<file path="config.mk">
export PLATFORM = sky130hd
export DESIGN_NAME = tracker_motion_sequencer
export DESIGN_NICKNAME = d
export VERILOG_FILES = /design/src/rtl/tracker_pkg.sv /design/src/rtl/tracker_motion_sequencer_step_tick_gen.sv /design/src/rtl/tracker_motion_sequencer.sv
export SDC_FILE = /design/constraint.sdc
export NUM_CORES = 1
export LEC_CHECK = 0
export ABC_AREA = 0
export ABC_CLOCK_PERIOD_IN_PS = 5550
export CORE_ASPECT_RATIO = 1.75
export CORE_MARGIN = 2
export CORE_UTILIZATION = 59
export CTS_BUF_LIST = sky130_fd_sc_hd__clkbuf_4 sky130_fd_sc_hd__clkbuf_8 sky130_fd_sc_hd__clkbuf_16
export CTS_CLUSTER_DIAMETER = 100
export DETAILED_ROUTE_END_ITERATION = 8
export HOLD_SLACK_MARGIN = 0.05
export PLACE_DENSITY = 0.82
export SYNTH_ARGS = -nofsm -noshare
export SYNTH_HDL_FRONTEND = slang
export SYNTH_HIERARCHICAL = 1
export SYNTH_SLANG_ARGS = --single-unit
</file>
<file path="constraint.sdc">
create_clock -name clk -period 5.55 [get_ports clk]
set_input_delay 1.11 -clock clk [delete_from_list [all_inputs] [get_ports clk]]
set_output_delay 1.11 -clock clk [all_outputs]
set_load 0.005 [all_outputs]
</file>
<file path="src/rtl/tracker_pkg.sv">
// tracker_pkg: direction codes, FSM state encodings and shortest-path helpers
// shared by the tracker motion sequencer.
package tracker_pkg;
  localparam int ANG_MAX_DEF = 360;
  localparam logic [1:0] DIR_HOLD = 2'b00;
  localparam logic [1:0] DIR_CCW  = 2'b01;
  localparam logic [1:0] DIR_CW   = 2'b10;
  typedef logic [3:0] state_t;
  localparam state_t IDLE     = 4'd0;
  localparam state_t MV_TETA  = 4'd1;
  localparam state_t SET_TETA = 4'd2;
  localparam state_t MV_FI    = 4'd3;
  localparam state_t SET_FI   = 4'd4;
  localparam state_t AU_TETA  = 4'd5;
  localparam state_t AU_SET_T = 4'd6;
  localparam state_t AU_FI    = 4'd7;
  localparam state_t AU_SET_F = 4'd8;
  // Both angles are already in 0..amax-1, so one conditional add replaces a modulo.
  function automatic logic [1:0] path_dir(input int pos, input int tgt, input int amax);
    int diff;
    diff = tgt >= pos ? tgt - pos : tgt - pos + amax;
    return diff == 0 ? DIR_HOLD : diff <= amax / 2 ? DIR_CW : DIR_CCW;
  endfunction
  function automatic int wrap_inc(input int pos, input int amax);
    return pos == amax - 1 ? 0 : pos + 1;
  endfunction
  function automatic int wrap_dec(input int pos, input int amax);
    return pos == 0 ? amax - 1 : pos - 1;
  endfunction
endpackage

</file>
<file path="src/rtl/tracker_motion_sequencer_step_tick_gen.sv">
// step_tick_gen: step-rate prescaler; ticks once every STEP_DIV enabled cycles,
// held at zero while disabled or cleared.
module step_tick_gen #(
  parameter int STEP_DIV = 1000
) (
  input  logic clk,
  input  logic rst_n,
  input  logic clr,
  input  logic en,
  output logic tick
);
  localparam int PW = $clog2(STEP_DIV);
  logic [PW-1:0] cnt;
  assign tick = en && cnt == PW'(STEP_DIV - 1);
  always_ff @(posedge clk or negedge rst_n)
    if (!rst_n) cnt <= '0;
    else cnt <= (clr || !en || tick) ? '0 : cnt + 1'b1;
endmodule

</file>
<file path="src/rtl/tracker_motion_sequencer.sv">
// tracker_motion_sequencer: manual/automatic two-axis stepper sequencer with open-loop positions.
// Define ABORT_EN to add an abort input that cancels any move in progress.
module tracker_motion_sequencer
  import tracker_pkg::*;
#(
  parameter int ANG_W          = 9,
  parameter int ANG_MAX        = ANG_MAX_DEF,
  parameter int STEP_DIV       = 1000,
  parameter int SETTLE_CYC     = 5000,
  parameter int AUTO_MAX_STEPS = 64
) (
  input  logic             clk,
  input  logic             rst_n,
  input  logic             mode_auto,
  input  logic             cmd_valid,
  output logic             cmd_ready,
  input  logic [ANG_W-1:0] teta_d,
  input  logic [ANG_W-1:0] fi_d,
  input  logic [1:0]       auto_teta_dir,
  input  logic [1:0]       auto_fi_dir,
`ifdef ABORT_EN
  input  logic             abort,
`endif
  output logic [1:0]       S_out_teta,
  output logic [1:0]       S_out_fi,
  output logic             step_teta,
  output logic             step_fi,
  output logic [ANG_W-1:0] teta_pos,
  output logic [ANG_W-1:0] fi_pos,
  output logic             busy,
  output logic             done,
  output logic             err
);
  localparam int SW = $clog2(SETTLE_CYC + 1);
  localparam int AW = $clog2(AUTO_MAX_STEPS + 1);
  state_t state, nxt;
  logic run, tick, ab, accept, bad, set_end, au_cap, mv, au_t_ok, au_f_ok;
  logic [ANG_W-1:0] tgt_teta, tgt_fi;
  logic [SW-1:0] set_cnt;
  logic [AW-1:0] au_cnt;
  logic [1:0] d_teta, d_fi;
`ifdef ABORT_EN
  assign ab = abort && state != IDLE;
`else
  assign ab = 1'b0;
`endif
  assign d_teta = path_dir(int'(teta_pos), int'(tgt_teta), ANG_MAX);
  assign d_fi = path_dir(int'(fi_pos), int'(tgt_fi), ANG_MAX);
  assign au_t_ok = auto_teta_dir == DIR_CCW || auto_teta_dir == DIR_CW;
  assign au_f_ok = auto_fi_dir == DIR_CCW || auto_fi_dir == DIR_CW;
  assign S_out_teta = state == MV_TETA ? d_teta : state == AU_TETA && au_t_ok ? auto_teta_dir : DIR_HOLD;
  assign S_out_fi = state == MV_FI ? d_fi : state == AU_FI && au_f_ok ? auto_fi_dir : DIR_HOLD;
  // Only the active move state can drive a non-hold direction, so this also keeps the axes exclusive.
  assign step_teta = tick && !ab && S_out_teta != DIR_HOLD;
  assign step_fi = tick && !ab && S_out_fi != DIR_HOLD;
  assign mv = state inside {MV_TETA, MV_FI, AU_TETA, AU_FI};
  assign busy = state != IDLE;
  assign cmd_ready = run && state == IDLE && !mode_auto;
  assign accept = cmd_valid && cmd_ready;
  assign bad = int'(teta_d) >= ANG_MAX || int'(fi_d) >= ANG_MAX;
  assign set_end = set_cnt == SW'(SETTLE_CYC - 1);
  assign au_cap = au_cnt == AW'(AUTO_MAX_STEPS - 1);
  step_tick_gen #(.STEP_DIV(STEP_DIV)) u_tick (
    .clk  (clk),
    .rst_n(rst_n),
    .clr  (state != nxt),
    .en   (mv),
    .tick (tick)
  );
  always_comb begin
    nxt = state;
    case (state)
      IDLE:     nxt = mode_auto ? AU_TETA : accept && !bad ? MV_TETA : IDLE;
      MV_TETA:  nxt = d_teta == DIR_HOLD ? SET_TETA : MV_TETA;
      SET_TETA: nxt = set_end ? MV_FI : SET_TETA;
      MV_FI:    nxt = d_fi == DIR_HOLD ? SET_FI : MV_FI;
      SET_FI:   nxt = set_end ? IDLE : SET_FI;
      AU_TETA:  nxt = tick && (!au_t_ok || au_cap) ? AU_SET_T : AU_TETA;
      AU_SET_T: nxt = set_end ? (mode_auto ? AU_FI : IDLE) : AU_SET_T;
      AU_FI:    nxt = tick && (!au_f_ok || au_cap) ? AU_SET_F : AU_FI;
      AU_SET_F: nxt = set_end ? (mode_auto ? AU_TETA : IDLE) : AU_SET_F;
      default:  nxt = IDLE;
    endcase
    if (ab) nxt = IDLE;
  end
  always_ff @(posedge clk or negedge rst_n)
    if (!rst_n) begin
      state <= IDLE;
      run <= 1'b0;
      tgt_teta <= '0;
      tgt_fi <= '0;
      teta_pos <= '0;
      fi_pos <= '0;
      set_cnt <= '0;
      au_cnt <= '0;
      done <= 1'b0;
      err <= 1'b0;
    end else begin
      state <= nxt;
      run <= 1'b1;
      if (accept && !bad) begin
        tgt_teta <= teta_d;
        tgt_fi <= fi_d;
      end
      if (step_teta)
        teta_pos <= S_out_teta == DIR_CW ? ANG_W'(wrap_inc(int'(teta_pos), ANG_MAX)) : ANG_W'(wrap_dec(int'(teta_pos), ANG_MAX));
      if (step_fi)
        fi_pos <= S_out_fi == DIR_CW ? ANG_W'(wrap_inc(int'(fi_pos), ANG_MAX)) : ANG_W'(wrap_dec(int'(fi_pos), ANG_MAX));
      set_cnt <= state != nxt ? '0 : set_cnt + 1'b1;
      au_cnt <= state != nxt ? '0 : au_cnt + AW'(step_teta || step_fi);
      done <= state == SET_FI && set_end && !ab;
      err <= (accept && bad) || ab;
    end
endmodule

</file>
==> metrics.yaml, run 1 <==
routedWlPerCell_um: 18.5
synthTopCellsByArea: "dfrtp_1 31%, ha_1 5.9%, nor2_1 5.0%"
fillers: 747
ys_types: 92
path_class: "reg -> out"
vias: 5717
remaining_drc_errors: 0
htreeDepth: 3
root_buffer: "clkbuf_16"
worstSetupStartpointType: "flip-flop"
grt_pass1_wl_um: 26800
postPlaceCellArea_um2: 6540
outcome: "completed"
ioPinCount: 54
report.final.hold_viol_count: 0
core_area_um2: 9790
fin_crit_ps: 5390
antenna_left: 0
setup_tns_ps: 0
worst_pin_slew_ps: 943
port_buffers: 53
synth_edf_count: 0
regArea_um2: 1830
dieHeight_um: 136
hold_class: "reg -> reg"
cp_max_fo: 8
max_freq_mhz: 186
grt_max_degree: 74
relSlewSlack_pct: 37.1
cts.clk_slew.worst_paths_ps: 60
cts.sinks: 73
diodes: 0
ir_worst_vdd_mv: 0.270
crit_path_end_kind: "output port"
min_period_over_period_pct: 97.0
track_usage_pct: 31.4
cts_tree: "built"
setup_violations: 0
initial_core_util_pct: 60.3
ys_warn_count: 6
synth_top_area_cell: "dfrtp_1"
antenna_found_initial: 0
multi_input_area_um2: 3880
ys_ff_latch: 73
gp_congestion: 0.953
clock_skew_ps: 13.1
drive_gt1_share_pct: 14.7
synthFlopType: "dfrtp_1"
routed_wl_um: 16400
syn_area_um2: 5900
vias_per_cell: 6.44
clk_path_buf_depth: 2
nets: 812
die_w_um: 79.6
drt_first_pass_iters: 5
finalPower_w: 0.00321
dieArea_um2: 10800
grt_pass1_vias: 5636
required_ps: 4440
leakagePower_nw: 2.94
place_inst: 866
crit_arrival_ps: 4280
async_flop_share_pct: 100
grt_overflow: 0
syn_nets: 753
finalMaxSlewViolations: 0
fin_cells: 888
yosysSeqAreaShare_pct: 31.0
fin_area_um2: 6990
layout_common_cells: "79 x nor2_1, 69 x dfrtp_1, 53 x nand2_1"
cellPowerDensity_nw_per_um2: 460
clock_latency_ps: 340
post-dp-hpwl_um: 12300
rows: 48
synth_top_area_share_pct: 31.0
dr.first_iter.drc_count: 523
drv_cap: 0
syn2layout_area_growth_pct: 18.5
synth.avg_cell_area_um2: 8.44
syn_inst: 699
layout_commonest_cell: "nor2_1"
cts_inserted_buffers: 9
## layer usage
metal	GRT usage [%]	routed length (µm)	part of all wire, %	vias to the layer above
li1	-	-	-	2683
met2	57.8	8880	54	220
met5	0	0	0	-
met1	34.7	6200	38	2756
met4	12.9	571	3.5	0
met3	5.71	770	4.7	58
## path summary, 6_finish.rpt
kind / from / end / slack, ps / cells past startpoint
max: teta_pos[6] / S_out_teta[1] / 160 / 13
min: set_cnt[0] / set_cnt[0] / 490 / 1
max reg2reg: teta_pos[2] / u_tick/cnt[3] / 1020 / 18
min reg2reg: set_cnt[0] / set_cnt[0] / 490 / 1
max in group asynchronous: rst_n / fi_pos[2] / 3970 / 1
min in group asynchronous: rst_n / set_cnt[1] / 920 / 1
## logic make-up (layout without fill, tap and decap cells)
logic type / Yosys count / after routing / synth area share, %
other: 1 / 1 / 0.0636
flip-flops: 73 / 73 / 31.0
AO/OA/AOI/OAI: 166 / 166 / 21.6
multiplexers: 24 / 24 / 4.48
AND/OR/NAND/NOR: 299 / 299 / 26.2
XOR/XNOR: 36 / 36 / 5.47
buffers and inverters: 72 / 136 / 5.24
adder cells (fa/ha/maj): 28 / 28 / 5.94
## what timing repair did
action | in CTS | in global routing
gates resized for setup | 7 | 27
hold buffers | 0 | 0
setup buffers | 0 | 6
pin swaps | 0 | 3
setup endpoints to repair | 3 | 6
## area by class of cell
type,count,share of cell area (%)
Tap cell,125,2.24
Timing Repair Buffer,68,9.16
Multi-Input combinational cell,554,55.6
Sequential cell,73,26.2
Clock buffer,9,3.22
Clock inverter,7,0.823
Inverter,52,2.79
## power breakdown
part           switching [W]  internal [W]  total [W]  leakage [nW]
logic                0.00118      0.000800    0.00198          1.88
clock network       0.000243      0.000309   0.000552         0.135
registers          0.0000686      0.000611   0.000680         0.934
total                0.00149       0.00172    0.00321          2.94
## state kept, by name (all words and copies together) (netlist names)
name	flops
state	4
done	1
teta_pos	9
au_cnt	7
run	1
u_tick/cnt	10
tgt_fi	9
tgt_teta	9
fi_pos	9
set_cnt	13
err	1
## per-stage QoR
step	util [%]	setup WS, ps	hold WS, ps
after CTS	70.0	5.81	488
after global routing	71.4	-5.56	502
after global placement	66.8	288	461
after floorplan	-	1210	448
after detailed placement	66.8	266	479
final	71.4	165	494
## synthesized netlist by cell type (3+ instances only)
master and count:
nand3b_1 4, o21ai_1 4, nand3_1 40, nor2_1 79, o2111ai_1 3, nand2b_1 10, a211oi_1 5, mux2i_1 5
nor4b_1 3, nor2_2 4, o211ai_1 11, clkbuf_1 4, nand4_1 14, nor2b_1 8, buf_2 6, mux2_2 19
nor3_1 24, a211oi_2 3, and3_1 17, a21o_1 3, a32oi_1 3, o22ai_1 4, xor2_1 16, a21oi_1 32
or3_1 7, nor3b_1 7, a31oi_1 7, o31a_1 5, ha_1 28, o31ai_1 7, o211a_1 4, xnor2_1 19
o221ai_1 3, nor4_1 4, dfrtp_1 73, and2_1 4, nand4b_1 3, nand2_1 53, buf_4 6, inv_1 50
a21boi_0 3, a211o_1 3, o21ai_0 21
## critical path, cell delays in order, from the launching register on
cell	delay, ps
dfrtp_1	500
inv_1	120
ha_1	440
nand4_2	180
nor3_2	360
a21o_2	250
nor2_2	100
o41ai_4	360
a21oi_1	120
o41a_1	510
o211a_4	310
nor2_4	130
inv_2	100
clkdlybuf4s50_1	450
No activity file was read; power rests on OpenSTA's default activity.
==> run 2: changes to the inputs <==
--- a/config.mk
+++ b/config.mk
@@ -14,7 +14,7 @@
 export CTS_CLUSTER_DIAMETER = 100
 export DETAILED_ROUTE_END_ITERATION = 8
 export HOLD_SLACK_MARGIN = 0.05
-export PLACE_DENSITY = 0.82
+export PLACE_DENSITY = 0.86
 export SYNTH_ARGS = -nofsm -noshare
 export SYNTH_HDL_FRONTEND = slang
 export SYNTH_HIERARCHICAL = 1
==> run 2 against run 1 <==
  * Critical path depth rose by 3
  * Count of clock-buffer cells in the layout did not move
  * Via count rose by 0.38%
  * Wire length fell by 0.71%
  * First-iteration DRC count rose by 4.4%
  * Worst setup slack got worse by 140 ps
  * Sequential power fell by 0.6%
  * Clock skew fell by 3.3 ps
  * Flip-flop and latch count did not move
  * Hold slack got worse by 5.8 ps
  * Clock power rose by 15%
  * Critical path type unchanged
  * Critical endpoint is now S_out_fi[1]
==> metrics.yaml, run 2 (same netlist as run 1, synthesis figures left out) <==
outcome: "completed"
holdBufCountCts: 0  # unchanged
syn2layout_area_growth_pct: 18.9
relSlewSlack_pct: 26.5  # -11 points
cts_inserted_buffers: 9  # unchanged
crit_top_cell: "inv_1"
grt_pass1_vias: 5695  # +1.0%
antenna_left: 0  # unchanged
critPathSlowestCell: "clkdlybuf4s50_1"
clock_skew_ps: 9.73  # -3.33 ps
diodes: 0  # unchanged
finalPower_w: 0.00329  # +2.5%
routed_wl_um: 16300  # -0.71%
ioPinCount: 54  # unchanged
path_class: "reg -> out"
port_buffers: 53  # unchanged
ff2ff_setup_slack_ps: 950  # -70 ps
cellPowerDensity_nw_per_um2: 470  # +2.2%
largestRegisters: "set_cnt (13), u_tick/cnt (10)"
cts_tree: "built"
initial_core_util_pct: 60.3  # unchanged
grt_overflow: 0  # unchanged
rsz0062_at_grt: "yes"
drive_gt1_share_pct: 14.4  # -0.28 points
routedWlPerCell_um: 18.5  # about the same
place_inst: 865  # -0.12%
dieArea_um2: 10800  # unchanged
layout_common_cells: "79 x nor2_1, 70 x dfrtp_1, 53 x nand2_1"
largest-register: "set_cnt"
die_w_um: 79.6  # unchanged
finalMaxSlewViolations: 0  # unchanged
ir_worst_vdd_mv: 0.299  # +11%
crit_arrival_ps: 4410  # +130 ps
layout_commonest_cell: "nor2_1"
drv_cap: 0  # unchanged
grt_pass1_wl_um: 26200  # -1.9%
crit_buf_inv: 4  # +1
setup_violations: 0  # unchanged
hold_class: "reg -> reg"
postPlaceCellArea_um2: 6530  # -0.15%
grt_max_degree: 38  # -49%
largest_register_ffs: 13  # unchanged
worst_pin_slew_ps: 1090  # +149 ps
fin_crit_ps: 5520  # +137 ps
dr.first_iter.drc_count: 546  # +4.4%
report.final.hold_viol_count: 0  # unchanged
worstSetupStartpointType: "flip-flop"
drt_first_pass_iters: 5  # unchanged
gp_congestion: 0.938  # -1.6%
fillers: 762  # +2.0%
htreeDepth: 3  # unchanged
clk_path_buf_depth: 2  # unchanged
path_cells: "inv_1 > ha_2 > o21ai_2 > a21oi_4 > nor2_1 > xor2_1 > inv_1 > ha_1 > nor3b_1 > o2111a_1 > o311ai_4 > o31a_1 > a211oi_4 > or2_4 > inv_2 > clkdlybuf4s50_1"
required_ps: 4440  # about the same
remaining_drc_errors: 0  # unchanged
cts.sinks: 73  # unchanged
rows: 48  # unchanged
vias: 5739  # +0.38%
fin_area_um2: 7010  # +0.32%
track_usage_pct: 30.2  # -1.2 points
dieHeight_um: 136  # unchanged
crit_path_end_kind: "output port"
min_period_over_period_pct: 99.5  # +2.5 points
nets: 806  # -0.74%
post-dp-hpwl_um: 11800  # -3.7%
crit_family: "compound AO/OA/AOI/OAI gates"
cts.clk_slew.worst_paths_ps: 60  # about the same
leakagePower_nw: 2.95  # +0.23%
root_buffer: "clkbuf_16"
fin_cells: 882  # -0.68%
vias_per_cell: 6.51  # +1.1%
clock_latency_ps: 330  # about the same
cp_max_fo: 13  # +5
whs_ps: 489  # -5.81 ps
core_area_um2: 9790  # unchanged
critical-path-max-stage-delay_ps: 510  # about the same
max_freq_mhz: 181  # -2.5%
antenna_found_initial: 0  # unchanged
[run 2: cell type report]
| class | instances | area (µm²) | share of cell area (%) |
|---|---|---|---|
| repair buffers | 62 | 593 | 8.46 |
| flip-flops and latches | 73 | 1830 | 26.1 |
| clock inverters | 7 | 103 | 1.46 |
| inverters | 52 | 195 | 2.78 |
| clock buffers | 9 | 225 | 3.21 |
| well taps | 125 | 156 | 2.23 |
| multi-input cells | 554 | 3910 | 55.8 |
[run 2: where the power goes]
| part | switching (W) | leakage [nW] | internal [W] |
|---|---|---|---|
| clock network | 0.000239 | 0.156 | 0.000397 |
| logic | 0.00120 | 1.86 | 0.000786 |
| registers | 0.0000645 | 0.934 | 0.000611 |
[run 2: stage by stage]
step	setup TNS (ps)	worst slack, ps	utilization, %
final	0	28.0	71.7
after global routing	-105	-105	71.7
after CTS	0	1.72	70.6
after detailed placement	0	225	66.7
after global placement	0	329	66.7
after floorplan	0	1210	-
[run 2: worst paths after layout]
kind                                  to   startpoint  cells past startpoint
setup reg to reg           u_tick/cnt[3]  teta_pos[1]                     20
hold / removal                set_cnt[0]   set_cnt[0]                      1
max in group asynchronous    teta_pos[1]        rst_n                      2
setup / recovery             S_out_fi[1]    fi_pos[2]                     16
min in group asynchronous    set_cnt[10]        rst_n                      1
hold reg to reg               set_cnt[0]   set_cnt[0]                      1
[run 2: repair_timing]
item                       4_1_cts  5_1_grt
pin swaps                        0        6
cloned                           0        0
resized for setup               11       25
setup buffers                    0        1
setup endpoints to repair        3        6
[run 2: routing by layer]
metal,up-vias,GRT usage [%],share of wire (%)
li1,2670,-,-
met1,2784,33.8,39
met2,233,54.8,53
met3,52,4.52,3.9
met4,0,14.8,3.7
met5,-,0,0
[run 2: worst register-to-register path, cell delays in order, from the launching register on]
cell and delay (ps):
dfrtp_2 410, inv_1 90, ha_1 360, nor2b_2 190
nor2_1 100, o21ai_0 120, xnor2_1 260, inv_1 100
ha_1 230, inv_1 130, o221ai_2 150, and3_1 210
or3_1 390, nand4_2 170, a21oi_1 130, and3_1 250
or3_1 330, buf_4 210, nand2b_1 260, o21bai_1 270
nor2_1 150
==> run 3: changes to the inputs <==
--- a/config.mk
+++ b/config.mk
@@ -7,6 +7,7 @@
 export LEC_CHECK = 0
 export ABC_AREA = 0
 export ABC_CLOCK_PERIOD_IN_PS = 5550
+export CAP_MARGIN = 40
 export CORE_ASPECT_RATIO = 1.75
 export CORE_MARGIN = 2
 export CORE_UTILIZATION = 59
==> run 3 against run 2 <==
  * The flow now finishes with violations (setup timing)
  * Sequential power barely moved
  * Total power fell by 0.72%
  * Clock skew rose by 0.72 ps
  * Critical path depth fell by 4
  * Critical path type unchanged
  * Wire length rose by 0.64%
  * Worst setup slack got worse by 71 ps
==> metrics.yaml, run 3 (same netlist as run 1, synthesis figures left out) <==
clock_latency_ps: 340  # about the same
htreeDepth: 3  # unchanged
required_ps: 4440  # about the same
outcome: "finished with violations"
crit_path_end_kind: "output port"
largestRegisters: "set_cnt (13), u_tick/cnt (10)"
cts_tree: "built"
die_w_um: 79.6  # unchanged
p_comb_share_pct: 60.6  # +0.4 points
syn2layout_area_growth_pct: 19.0  # about the same
clk_path_buf_depth: 2  # unchanged
fin_area_um2: 7020  # about the same
antenna_found_initial: 0  # unchanged
drt_first_pass_iters: 6  # +1
rsz0062_at_grt: "yes"
violations: "setup timing"
worstSetupStartpointType: "flip-flop"
path_cells: "inv_1 > ha_1 > nand4_1 > nor3_1 > a211oi_2 > and2_1 > o31ai_2 > o311ai_4 > o31ai_1 > a21o_1 > inv_2 > clkdlybuf4s50_1"
leakagePower_nw: 2.96  # +0.13%
place_worst_setup_slack_ps: 230  # +5.55 ps
cellPowerDensity_nw_per_um2: 466  # -0.77%
port_buffers: 53  # unchanged
p_sw_share_pct: 45.8  # +0.30 points
max_freq_mhz: 179  # -1.3%
clock_skew_ps: 10.5  # +0.718 ps
switching_power_w: 0.00150  # about the same
core_area_um2: 9790  # unchanged
critical-path-max-stage-delay_ps: 590  # +80 ps
crit_buf_inv: 3  # -1
cp_max_fo: 12  # -1
crit_arrival_ps: 4480  # +70 ps
power_frac_seq_pct: 20.7  # +0.2 points
root_buffer: "clkbuf_16"
vias_per_cell: 6.55  # +0.63%
nets: 809  # +0.37%
dieHeight_um: 136  # unchanged
place_inst: 866  # +0.12%
remaining_drc_errors: 0  # unchanged
dr.first_iter.drc_count: 545  # -0.18%
largest_register_ffs: 13  # unchanged
cts_inserted_buffers: 9  # unchanged
ir_worst_vdd_mv: 0.259  # -13%
report.final.hold_viol_count: 0  # unchanged
rows: 48  # unchanged
internal_power_w: 0.00177  # -1.3%
grt_pass1_vias: 5737  # +0.74%
finalMaxSlewViolations: 0  # unchanged
critPathSlowestCell: "o31ai_1"
p_clk_share_pct: 18.7  # -0.6 points
hold_class: "reg -> reg"
fin_cells: 885  # +0.34%
initial_core_util_pct: 60.3  # unchanged
fin_crit_ps: 5590  # +71.1 ps
dieArea_um2: 10800  # unchanged
setup_ws_ps: -43.1  # -71.1 ps
layout_common_cells: "78 x nor2_1, 70 x dfrtp_1, 53 x nand2_1"
path_class: "reg -> out"
holdBufCountCts: 0  # unchanged
routed_wl_um: 16400  # +0.64%
drive_gt1_share_pct: 14.6  # +0.21 points
finalPower_w: 0.00327  # -0.72%
grt_overflow: 0  # unchanged
largest-register: "set_cnt"
final_util_pct: 71.7  # about the same
grt_pass1_wl_um: 26100  # -0.42%
ioPinCount: 54  # unchanged
antenna_left: 0  # unchanged
post-dp-hpwl_um: 11900  # +0.88%
gp_congestion: 0.938  # unchanged
cts.clk_slew.worst_paths_ps: 60  # about the same
min_period_over_period_pct: 101  # +1.3 points
postPlaceCellArea_um2: 6550  # +0.31%
setup_violations: 3  # +3
relSlewSlack_pct: 55.3  # +29 points
drv_cap: 0  # unchanged
grt_max_degree: 38  # unchanged
cts.sinks: 73  # unchanged
fillers: 752  # -1.3%
vias: 5795  # +0.98%
worst_pin_slew_ps: 664  # -428 ps
crit_family: "compound AO/OA/AOI/OAI gates"
track_usage_pct: 30.1  # -0.087 points
layout_commonest_cell: "nor2_1"
diodes: 0  # unchanged
routedWlPerCell_um: 18.5  # +0.30%
-- run 3: final timing paths --
check | startpoint | slack (ps) | cells past startpoint | end
worst max-delay path | fi_pos[6] | -40 | 12 | step_fi
worst min-delay path | set_cnt[0] | 490 | 1 | set_cnt[0]
worst max register to register | fi_pos[6] | 830 | 17 | au_cnt[4]
worst min register to register | set_cnt[0] | 490 | 1 | set_cnt[0]
max in group asynchronous | rst_n | 4080 | 3 | tgt_fi[4]
min in group asynchronous | rst_n | 720 | 2 | au_cnt[5]
-- run 3: timing repair --
item,CTS,global route
buffers inserted,1,1
pin swaps,1,3
setup endpoints to repair,4,6
gates resized for setup,6,30
-- run 3: worst reg2reg max path, delay by kind of cell (launching register included) --
kind,cells,cell delay [ps]
buffers and inverters,2,420
DFF,1,490
xor gates and xnor gates,1,160
AOI/OAI and AO/OA,5,1520
and+or+nand+nor,6,1120
adders and majority gates,3,900
-- run 3: per-layer routing --
metal	track usage, %	routed length [µm]	part of all wire (%)	up-vias
li1	-	-	-	2679
met1	33.5	6260	38	2772
met2	53.7	8560	52	264
met3	4.71	823	5.0	80
met4	16.7	760	4.6	0
met5	0	0	0	-
-- run 3: layout make-up --
type	instances	area (µm²)	area share [%]
inverters	52	195	2.78
flip-flops and latches	73	1830	26.1
clock inverters	6	72.6	1.03
repair buffers	65	626	8.91
multi-input cells	554	3900	55.6
clock buffers	10	239	3.41
well taps	125	156	2.23
-- run 3: stage by stage --
step                      TNS, ps  hold WS, ps
after floorplan                 0          448
after global placement          0          463
after detailed placement        0          483
after CTS                       0          491
after global routing         -303          511
final                       -62.5          491
-- run 3: power groups by stage --
stage / Sequential, W / Combinational [W] / Clock (W)
final: 0.000677 / 0.00198 / 0.000611
after global routing: 0.000688 / 0.00214 / 0.000635
after CTS: 0.000674 / 0.00178 / 0.000614
after detailed placement: 0.000683 / 0.00173 / 0
after global placement: 0.000679 / 0.00166 / 0
after floorplan: 0.000653 / 0.00138 / 0
